**config.mk**
```make
export PLATFORM = sky130hd
export DESIGN_NAME = tl_interval_timer
export DESIGN_NICKNAME = d
export VERILOG_FILES = /design/src/rtl/tl_interval_timer.sv
export SDC_FILE = /design/constraint.sdc
export NUM_CORES = 1
export LEC_CHECK = 0
export CELL_PAD_IN_SITES_DETAIL_PLACEMENT = 0
export CELL_PAD_IN_SITES_GLOBAL_PLACEMENT = 2
export CORE_AREA = 2 2 155 157
export CTS_BUF_LIST = sky130_fd_sc_hd__clkbuf_8
export DETAILED_ROUTE_END_ITERATION = 10
export DIE_AREA = 0 0 157 159
export PLACE_DENSITY = 0.7
export SLEW_MARGIN = 20
export SYNTH_ARGS = -nofsm -noshare
export SYNTH_HDL_FRONTEND = slang
export SYNTH_SLANG_ARGS = --single-unit
```
**constraint.sdc**
```tcl
create_clock -name clk -period 3.3 [get_ports clk]
set_clock_uncertainty 0.2 [all_clocks]
set_input_delay 0.495 -clock clk [delete_from_list [all_inputs] [get_ports clk]]
set_output_delay 0.495 -clock clk [all_outputs]
set_load 0.01 [all_outputs]
```
**src/rtl/tl_interval_timer.sv**
```systemverilog
// Multi-channel interval timer: shared prescaler producing a periodic tick strobe
// plus NUM_CH independent one-shot/periodic down-counters with expiry pulses.
//
// state | meaning
// IDLE  | channel stopped, remain held at 0
// RUN   | channel counting ticks down towards expiry
module tl_interval_timer #(
   parameter int CLK_FREQ_HZ = 50_000_000,
   parameter int TICK_HZ     = 1,
   parameter int NUM_CH      = 4,
   parameter int CNT_W       = 8
) (
   input  logic                      clk,
   input  logic                      reset_n,
   input  logic                      tick_en,
   input  logic                      sync_clear,
   input  logic [NUM_CH-1:0]         ch_load,
   input  logic [NUM_CH*CNT_W-1:0]   ch_load_val,
   input  logic [NUM_CH-1:0]         ch_mode,
   input  logic [NUM_CH-1:0]         ch_stop,
   output logic                      tick,
   output logic [NUM_CH-1:0]         ch_expire,
   output logic [NUM_CH-1:0]         ch_busy,
   output logic [NUM_CH*CNT_W-1:0]   ch_remain
);

   localparam int DIV = CLK_FREQ_HZ / TICK_HZ;
   localparam int PW  = (DIV > 1) ? $clog2(DIV) : 1;
   localparam logic [PW-1:0]    DIV_M1 = PW'(DIV - 1);
   localparam logic [CNT_W-1:0] ONE    = CNT_W'(1);

   if (DIV < 2 || (CLK_FREQ_HZ % TICK_HZ) != 0) begin : g_bad_div
      $error("tl_interval_timer: CLK_FREQ_HZ/TICK_HZ must be an integer >= 2");
   end

   if (NUM_CH < 1 || NUM_CH > 16) begin : g_bad_num_ch
      $error("tl_interval_timer: NUM_CH must be in 1..16");
   end

   typedef enum logic {
      IDLE = 1'b0,
      RUN  = 1'b1
   } ch_state_t;

   logic [PW-1:0] pre_cnt;

   always_ff @(posedge clk or negedge reset_n) begin
      if (!reset_n) begin
         pre_cnt <= '0;
         tick    <= 1'b0;
      end else if (sync_clear) begin
         pre_cnt <= '0;
         tick    <= 1'b0;
      end else if (tick_en) begin
         if (pre_cnt == DIV_M1) begin
            pre_cnt <= '0;
            tick    <= 1'b1;
         end else begin
            pre_cnt <= pre_cnt + 1'b1;
            tick    <= 1'b0;
         end
      end else begin
         tick <= 1'b0;
      end
   end

   for (genvar i = 0; i < NUM_CH; i++) begin : g_ch
      ch_state_t        state;
      logic [CNT_W-1:0] remain;
      logic [CNT_W-1:0] period;
      logic             mode;
      logic             expire;
      logic             busy;
      logic [CNT_W-1:0] load_val;

      assign load_val = ch_load_val[i*CNT_W +: CNT_W];

      // Priority is load > stop > tick, so a tick coinciding with a load is dropped.
      always_ff @(posedge clk or negedge reset_n) begin
         if (!reset_n) begin
            state  <= IDLE;
            remain <= '0;
            period <= '0;
            mode   <= 1'b0;
            expire <= 1'b0;
            busy   <= 1'b0;
         end else begin
            expire <= 1'b0;
            if (ch_load[i]) begin
               if (load_val != '0) begin
                  state  <= RUN;
                  busy   <= 1'b1;
                  remain <= load_val;
                  period <= load_val;
                  mode   <= ch_mode[i];
               end else begin
                  state  <= IDLE;
                  busy   <= 1'b0;
                  remain <= '0;
               end
            end else if (ch_stop[i]) begin
               if (state == RUN) begin
                  state  <= IDLE;
                  busy   <= 1'b0;
                  remain <= '0;
               end
            end else if (state == RUN && tick) begin
               if (remain > ONE) begin
                  remain <= remain - ONE;
               end else begin
                  expire <= 1'b1;
                  if (mode) begin
                     remain <= period;
                  end else begin
                     state  <= IDLE;
                     busy   <= 1'b0;
                     remain <= '0;
                  end
               end
            end
         end
      end

      assign ch_expire[i]                 = expire;
      assign ch_busy[i]                   = busy;
      assign ch_remain[i*CNT_W +: CNT_W]  = remain;
   end

endmodule

```
# ---- Yosys cells after proc, flatten, opt, wreduce, memory -nomap -nowiden
# Index checks and enable logic that the tools add are counted.
# Widths: inputs -> output; s select.
dict set report totals {
  output_inout_bits 41
  input_bits 48
  wordCells 163
  ff_bits 107
}
dict set report op_classes {
  magnitude_cmp 4
  n_addsub 5
  eq_ne 13
  mux 86
  reduce_logical 29
}
# op n
set ops {}
lappend ops {{$mux 8} 28}
lappend ops {{$mux 26} 3}
lappend ops {{$mux 1} 55}
lappend ops {{$gt 8x1->1 const B} 4}
lappend ops {{$reduce_bool 8->1} 4}
lappend ops {{$sub 8x1->8 const B} 4}
lappend ops {{$add 26x1->26 const B} 1}
lappend ops {{$eq 26x26->1 const B} 1}
lappend ops {{$ne 3x3->1 const B} 8}
lappend ops {{$reduce_and 2->1} 8}
lappend ops {{$reduce_and 4->1} 4}
lappend ops {{$ne 3x2->1 const B} 4}
lappend ops {{$reduce_and 3->1} 4}
lappend ops {{$reduce_bool 3->1} 4}
lappend ops {{$logic_and 1x1->1} 4}
lappend ops {{$reduce_bool 2->1} 1}

# ---- Longest topological paths before layout
dict set report logic_depth {
  depth_word 5
  depth_mapped 9
  depth_no_buf 7
}

# ---- Least setup slack after synthesis
# Ideal clock, no wire load.
dict set report synth_timing {
  path_type {input to register}
  startpoint {input port ch_load_val[10]}
  endpoint {register g_ch[1].mode}
  arrival_time_ps 2068
  slack_ps 907
  required_time_ps 2975
  n_path_buf 0
  path_stages 4
  setup_time_ps 125
  cell_sequence {or4_1 -> or4_1 -> o21ai_2 -> mux2_2}
}
dict set report synth_between {
  elab_chain_cells 2
}
# element line_no
set synth_lines {}
lappend synth_lines {{from (decl)} 18} ;# input logic [NUM_CH*CNT_W-1:0] ch_load_val,
lappend synth_lines {{$reduce_bool 8->1} 90} ;# if (load_val != '0) begin
lappend synth_lines {{$reduce_and 2->1 (no source line)} -}
lappend synth_lines {{to (signal assigned)} 95} ;# mode <= ch_mode[i];
lappend synth_lines {{to (decl)} 71} ;# logic mode;
# No other way between the ends.
# A chain may end at the register's enable or synchronous reset.

# ---- Worst setup path after layout
dict set report layout_timing {
  startpoint {register g_ch[2].remain[4]}
  endpoint {register g_ch[2].remain[3]}
}
dict set report layout_between {
  elab_chain_cells 5
}
# element line_no
set layout_lines {}
lappend layout_lines {{from (decl)} 69} ;# logic [CNT_W-1:0] remain;
lappend layout_lines {{from (signal assigned)} 93} ;# remain <= load_val;
lappend layout_lines {{from (signal assigned)} 109} ;# remain <= remain - ONE;
lappend layout_lines {{from (signal assigned)} 113} ;# remain <= period;
lappend layout_lines {{$gt 8x1->1} 108} ;# if (remain > ONE) begin
lappend layout_lines {{$mux 8} 108}
lappend layout_lines {{$mux 8} 107} ;# end else if (state == RUN && tick) begin
lappend layout_lines {{$mux 8} 101} ;# end else if (ch_stop[i]) begin
lappend layout_lines {{$mux 8} 89} ;# if (ch_load[i]) begin
# No other way between the ends. The select of a mux whose other input is x is not followed.

==> impl_results.html <==
<table>
<tr><th>Metric</th><th>Value</th></tr>
<tr><th colspan="2">Run status</th></tr>
<tr><td>Run status</td><td>finished, final reports clean</td></tr>
<tr><th colspan="2">Pwr</th></tr>
<tr><td>Psw</td><td>0.000905 W</td></tr>
<tr><td>Internal power component</td><td>0.00208 W</td></tr>
<tr><td>Proportion of power drawn by the clock network</td><td>27.6%</td></tr>
<tr><td>Combinational power share</td><td>20.6%</td></tr>
<tr><td>Flop pwr share</td><td>51.7%</td></tr>
<tr><td>Maximum vdd ir drop</td><td>0.000145 V</td></tr>
<tr><td>Net switching fraction of the power</td><td>30.3%</td></tr>
<tr><td>Power density over cell area</td><td>414 nW/um^2</td></tr>
<tr><td>Leak pwr</td><td>2.88 nW</td></tr>
<tr><th colspan="2">CTS</th></tr>
<tr><td>Deepest clock path buffer count</td><td>2</td></tr>
<tr><td>Inserted Clock Buffers</td><td>9</td></tr>
<tr><td>Number of setup buffers added after CTS</td><td>0</td></tr>
<tr><td>Root buffer cell</td><td>sky130_fd_sc_hd__clkbuf_8</td></tr>
<tr><td>Clock transition at path regs</td><td>0.11 ns</td></tr>
<tr><td>Sinks on Clock Net</td><td>107</td></tr>
<tr><td>Number of levels in the clock H-tree</td><td>3</td></tr>
<tr><td>Clock tree from TritonCTS</td><td>done</td></tr>
<tr><td>Clock latency on the worst-skew pair</td><td>0.38 ns</td></tr>
<tr><td>Resized Gates After CTS</td><td>0</td></tr>
<tr><th colspan="2">GRT</th></tr>
<tr><td>Wire length of the first global-routing pass</td><td>26.9 mm</td></tr>
<tr><td>Overflow after GRT</td><td>0</td></tr>
<tr><td>Antenna violations before repair</td><td>0</td></tr>
<tr><td>Total routing resource utilization after global routing</td><td>13.4%</td></tr>
<tr><td>Via count of the first global-routing pass</td><td>4,953</td></tr>
<tr><td>Pin count of the biggest net entering global routing</td><td>53</td></tr>
<tr><th colspan="2">Drt</th></tr>
<tr><td>Total iterations of the first detailed-routing run</td><td>7</td></tr>
<tr><td>Final routed wirelength across all metal layers</td><td>16.3 mm</td></tr>
<tr><td>Violation count after the first detailed-routing iteration</td><td>238</td></tr>
<tr><td>Average wire per standard cell</td><td>16.1 um</td></tr>
<tr><td>Count of antenna-violating nets left after detailed routing</td><td>0</td></tr>
<tr><td>DRC errors left</td><td>0</td></tr>
<tr><td>Post-DR vias/cell</td><td>4.90</td></tr>
<tr><td>Vias</td><td>4,970</td></tr>
<tr><th colspan="2">STA</th></tr>
<tr><td>Final Cycle Share</td><td>78.7%</td></tr>
<tr><td>Number of max-slew violations in the final report</td><td>0</td></tr>
<tr><td>Unrepaired setup endpoints after global routing</td><td>false</td></tr>
<tr><td>Final worst path period need</td><td>2.60 ns</td></tr>
<tr><td>Final number of setup-violating endpoints</td><td>0</td></tr>
<tr><td>Hold slack</td><td>0.279 ns</td></tr>
<tr><td>Post-route setup TNS</td><td>0 ns</td></tr>
<tr><td>Slew at the pin closest to its max-slew limit</td><td>0.880 ns</td></tr>
<tr><td>Fmax achieved</td><td>385 MHz</td></tr>
<tr><td>Relative max-transition margin</td><td>41.3%</td></tr>
<tr><td>Hold Fails Final Rpt</td><td>0</td></tr>
<tr><th colspan="2">Yosys</th></tr>
<tr><td>Yosys warning count</td><td>0</td></tr>
<tr><td>Number of enable-type register cells in the synthesized netlist</td><td>0</td></tr>
<tr><td>Leading register cell type out of synthesis</td><td>sky130_fd_sc_hd__dfrtp_1</td></tr>
<tr><td>Synth unique cells</td><td>64</td></tr>
<tr><td>Share of the yosys chip area belonging to registers</td><td>46.6%</td></tr>
<tr><td>Cell type with the highest aggregate area in the netlist</td><td>sky130_fd_sc_hd__dfrtp_1</td></tr>
<tr><td>Area share of the largest cell type after synthesis</td><td>46.6%</td></tr>
<tr><td>Count of state elements after synthesis</td><td>107</td></tr>
<tr><td>Synth top cells by count</td><td>107 x sky130_fd_sc_hd__dfrtp_1, 61 x sky130_fd_sc_hd__nor2_1, 52 x sky130_fd_sc_hd__nand2_1, 33 x sky130_fd_sc_hd__a21oi_1, 32 x sky130_fd_sc_hd__o21ai_0</td></tr>
<tr><td>Leading cell types by total area after synthesis</td><td>sky130_fd_sc_hd__dfrtp_1 47%, sky130_fd_sc_hd__nor2_1 4.0%, sky130_fd_sc_hd__a22o_1 4.0%</td></tr>
<tr><td>Mapped Cells</td><td>603</td></tr>
<tr><td>Synthesized area</td><td>5750 um^2</td></tr>
<tr><td>Most repeated cell in the gate-level netlist after synthesis</td><td>sky130_fd_sc_hd__dfrtp_1</td></tr>
<tr><td>Per-instance average area after synthesis</td><td>9.53 um^2</td></tr>
<tr><td>Fraction of synthesis flops using an asynchronous set or reset pin</td><td>100%</td></tr>
<tr><td>Synth Net Count</td><td>660</td></tr>
<tr><th colspan="2">Cells and area</th></tr>
<tr><td>Filler Cell Count</td><td>2,451</td></tr>
<tr><td>Diode count</td><td>0</td></tr>
<tr><td>Share of final-layout standard cells stronger than drive strength 1</td><td>7.47%</td></tr>
<tr><td>Net count of the finished layout</td><td>749</td></tr>
<tr><td>Relative area change from synthesis to final layout</td><td>25.5%</td></tr>
<tr><th colspan="2">Critical path</th></tr>
<tr><td>Worst Setup Start Kind</td><td>flop</td></tr>
<tr><td>Kind of end point of the critical path</td><td>flop</td></tr>
<tr><td>Number of cells traversed by the worst register-to-register path</td><td>5</td></tr>
<tr><td>Required time at the endpoint of the critical path</td><td>3.38 ns</td></tr>
<tr><td>Worst setup startpoint</td><td>g_ch[2].remain[4]</td></tr>
<tr><td>Kind of critical path</td><td>flop to flop</td></tr>
<tr><td>Slowest cell on the critical path</td><td>sky130_fd_sc_hd__or4_1</td></tr>
<tr><td>Cell chain of the critical path</td><td>or4_4, or4_1, a21oi_1, a211oi_1, a221o_1</td></tr>
<tr><td>Worst reg2reg path startpoint</td><td>g_ch[2].remain[4]</td></tr>
<tr><td>Critical path peak fanout</td><td>13</td></tr>
<tr><td>Stage delay of the slowest cell on the critical path</td><td>0.68 ns</td></tr>
<tr><td>Endpoint arrival time on the critical path</td><td>2.67 ns</td></tr>
<tr><th colspan="2">Floorplan</th></tr>
<tr><td>Die Ht</td><td>159 um</td></tr>
<tr><td>Die Wd</td><td>157 um</td></tr>
<tr><td>Area of the core region</td><td>23,200 um^2</td></tr>
<tr><td>I/O pin count</td><td>89</td></tr>
<tr><td>Initial cell density of the core</td><td>24.8%</td></tr>
<tr><td>Full die area</td><td>25,000 um^2</td></tr>
<tr><td>FP Rows</td><td>56</td></tr>
<tr><th colspan="2">Worst hold path</th></tr>
<tr><td>Hold path startpoint</td><td>g_ch[0].period[1]</td></tr>
<tr><td>Worst min path class</td><td>flop to flop</td></tr>
<tr><td>Worst Hold Depth</td><td>2</td></tr>
<tr><th colspan="2">Place</th></tr>
<tr><td>DP Wirelength</td><td>12.1 mm</td></tr>
<tr><td>Number of input and output port buffers inserted</td><td>88</td></tr>
<tr><td>Weighted congestion reported at the end of routability-driven placement</td><td>0.804</td></tr>
<tr><th colspan="2">Job</th></tr>
<tr><td>Max cap viols</td><td>0</td></tr>
</table>
==> sequential cells by signal (all words and copies together), names as in the netlist <==
register     cells
tick             1
g_ch.remain     32
g_ch.expire      4
g_ch.state       4
g_ch.period     32
g_ch.busy        4
pre_cnt         26
g_ch.mode        4
==> power groups by stage <==
stage / clock [W] / sequential [W] / combinational (W)
floorplan: 0 / 0.00154 / 0.000324
global placement: 0 / 0.00157 / 0.000616
detailed placement: 0 / 0.00157 / 0.000620
CTS: 0.000871 / 0.00155 / 0.000624
global route: 0.000920 / 0.00156 / 0.000685
finish: 0.000824 / 0.00154 / 0.000616
==> what timing repair did <==
item                       in CTS  in global routing
setup endpoints to repair       0                  0
hold endpoints to repair       25                  0
hold buffers                    1                  0
==> path summary, 6_finish.rpt <==
| check | endpoint | slack, ns |
|---|---|---|
| max | g_ch[2].remain[3] | 0.70 |
| min | g_ch[0].period[1] | 0.28 |
| max reg2reg | g_ch[2].remain[3] | 0.70 |
| min reg2reg | g_ch[0].period[1] | 0.28 |
| max in group asynchronous | g_ch[0].remain[2] | 1.77 |
| min in group asynchronous | g_ch[3].period[2] | 0.38 |
==> final cells by class <==
cell class	instances	area [um^2]	share of cell area, %
clock buffer	9	124	1.72
tap	319	399	5.53
multi-input combinational	449	2830	39.3
sequential	107	2680	37.1
clock inverter	6	65.1	0.902
timing repair buffer	110	1060	14.7
inverter	15	56.3	0.780
==> metrics by stage <==
stage	power [W]	instances	instance area, um^2	worst slack (ns)	util, %
final	0.00298	1015	7210	0.704	31.1
after global routing	0.00317	1015	7210	0.535	31.1
after CTS	0.00304	1015	7210	0.710	31.1
after detailed placement	0.00219	999	7020	0.552	30.2
after global placement	0.00219	999	7020	0.572	30.2
after floorplan	0.00187	603	5750	0.907	-
==> worst max-delay path, delay by kind of cell (launching register included) <==
| family | cells | cell delay, ns |
|---|---|---|
| AO/OA/AOI/OAI | 3 | 0.57 |
| flip-flops | 1 | 0.47 |
| AND/OR/NAND/NOR | 2 | 1.25 |
==> per-layer routing <==
layer | vias to the layer above | track usage, % | part of all wire, %
met3 | 12 | 2.99 | 4.7
met5 | - | 0 | 0
li1 | 2399 | - | -
met2 | 105 | 21.3 | 46
met1 | 2454 | 18.5 | 48
met4 | 0 | 3.04 | 0.84
==> kinds of logic after synthesis <==
logic type | Yosys count | share of synthesized area [%]
mux | 10 | 1.85
flops | 107 | 46.6
simple gates | 241 | 21.8
buf+inv | 47 | 4.09
compound gates | 154 | 18.3
fa+ha+maj | 9 | 1.96
xor+xnor | 35 | 5.33
==> layout by cell type (no fill, tap or decap), types with 13 or more instances in the layout <==
| master | synthesis | layout |
|---|---|---|
| sky130_fd_sc_hd__xnor2_1 | 21 | 21 |
| sky130_fd_sc_hd__inv_1 | 15 | 15 |
| sky130_fd_sc_hd__nand3_1 | 19 | 19 |
| sky130_fd_sc_hd__buf_4 | 8 | 21 |
| sky130_fd_sc_hd__nor3_1 | 17 | 17 |
| sky130_fd_sc_hd__or4_1 | 18 | 18 |
| sky130_fd_sc_hd__o21ai_0 | 32 | 32 |
| sky130_fd_sc_hd__nor2_1 | 61 | 61 |
| sky130_fd_sc_hd__a21oi_1 | 33 | 33 |
| sky130_fd_sc_hd__and3_1 | 13 | 13 |
| sky130_fd_sc_hd__xor2_1 | 14 | 14 |
| sky130_fd_sc_hd__a22o_1 | 26 | 26 |
| sky130_fd_sc_hd__nand2_1 | 52 | 52 |
| sky130_fd_sc_hd__clkdlybuf4s50_1 | 0 | 87 |
| sky130_fd_sc_hd__dfrtp_1 | 107 | 107 |
(Power assumes the default switching activity.)
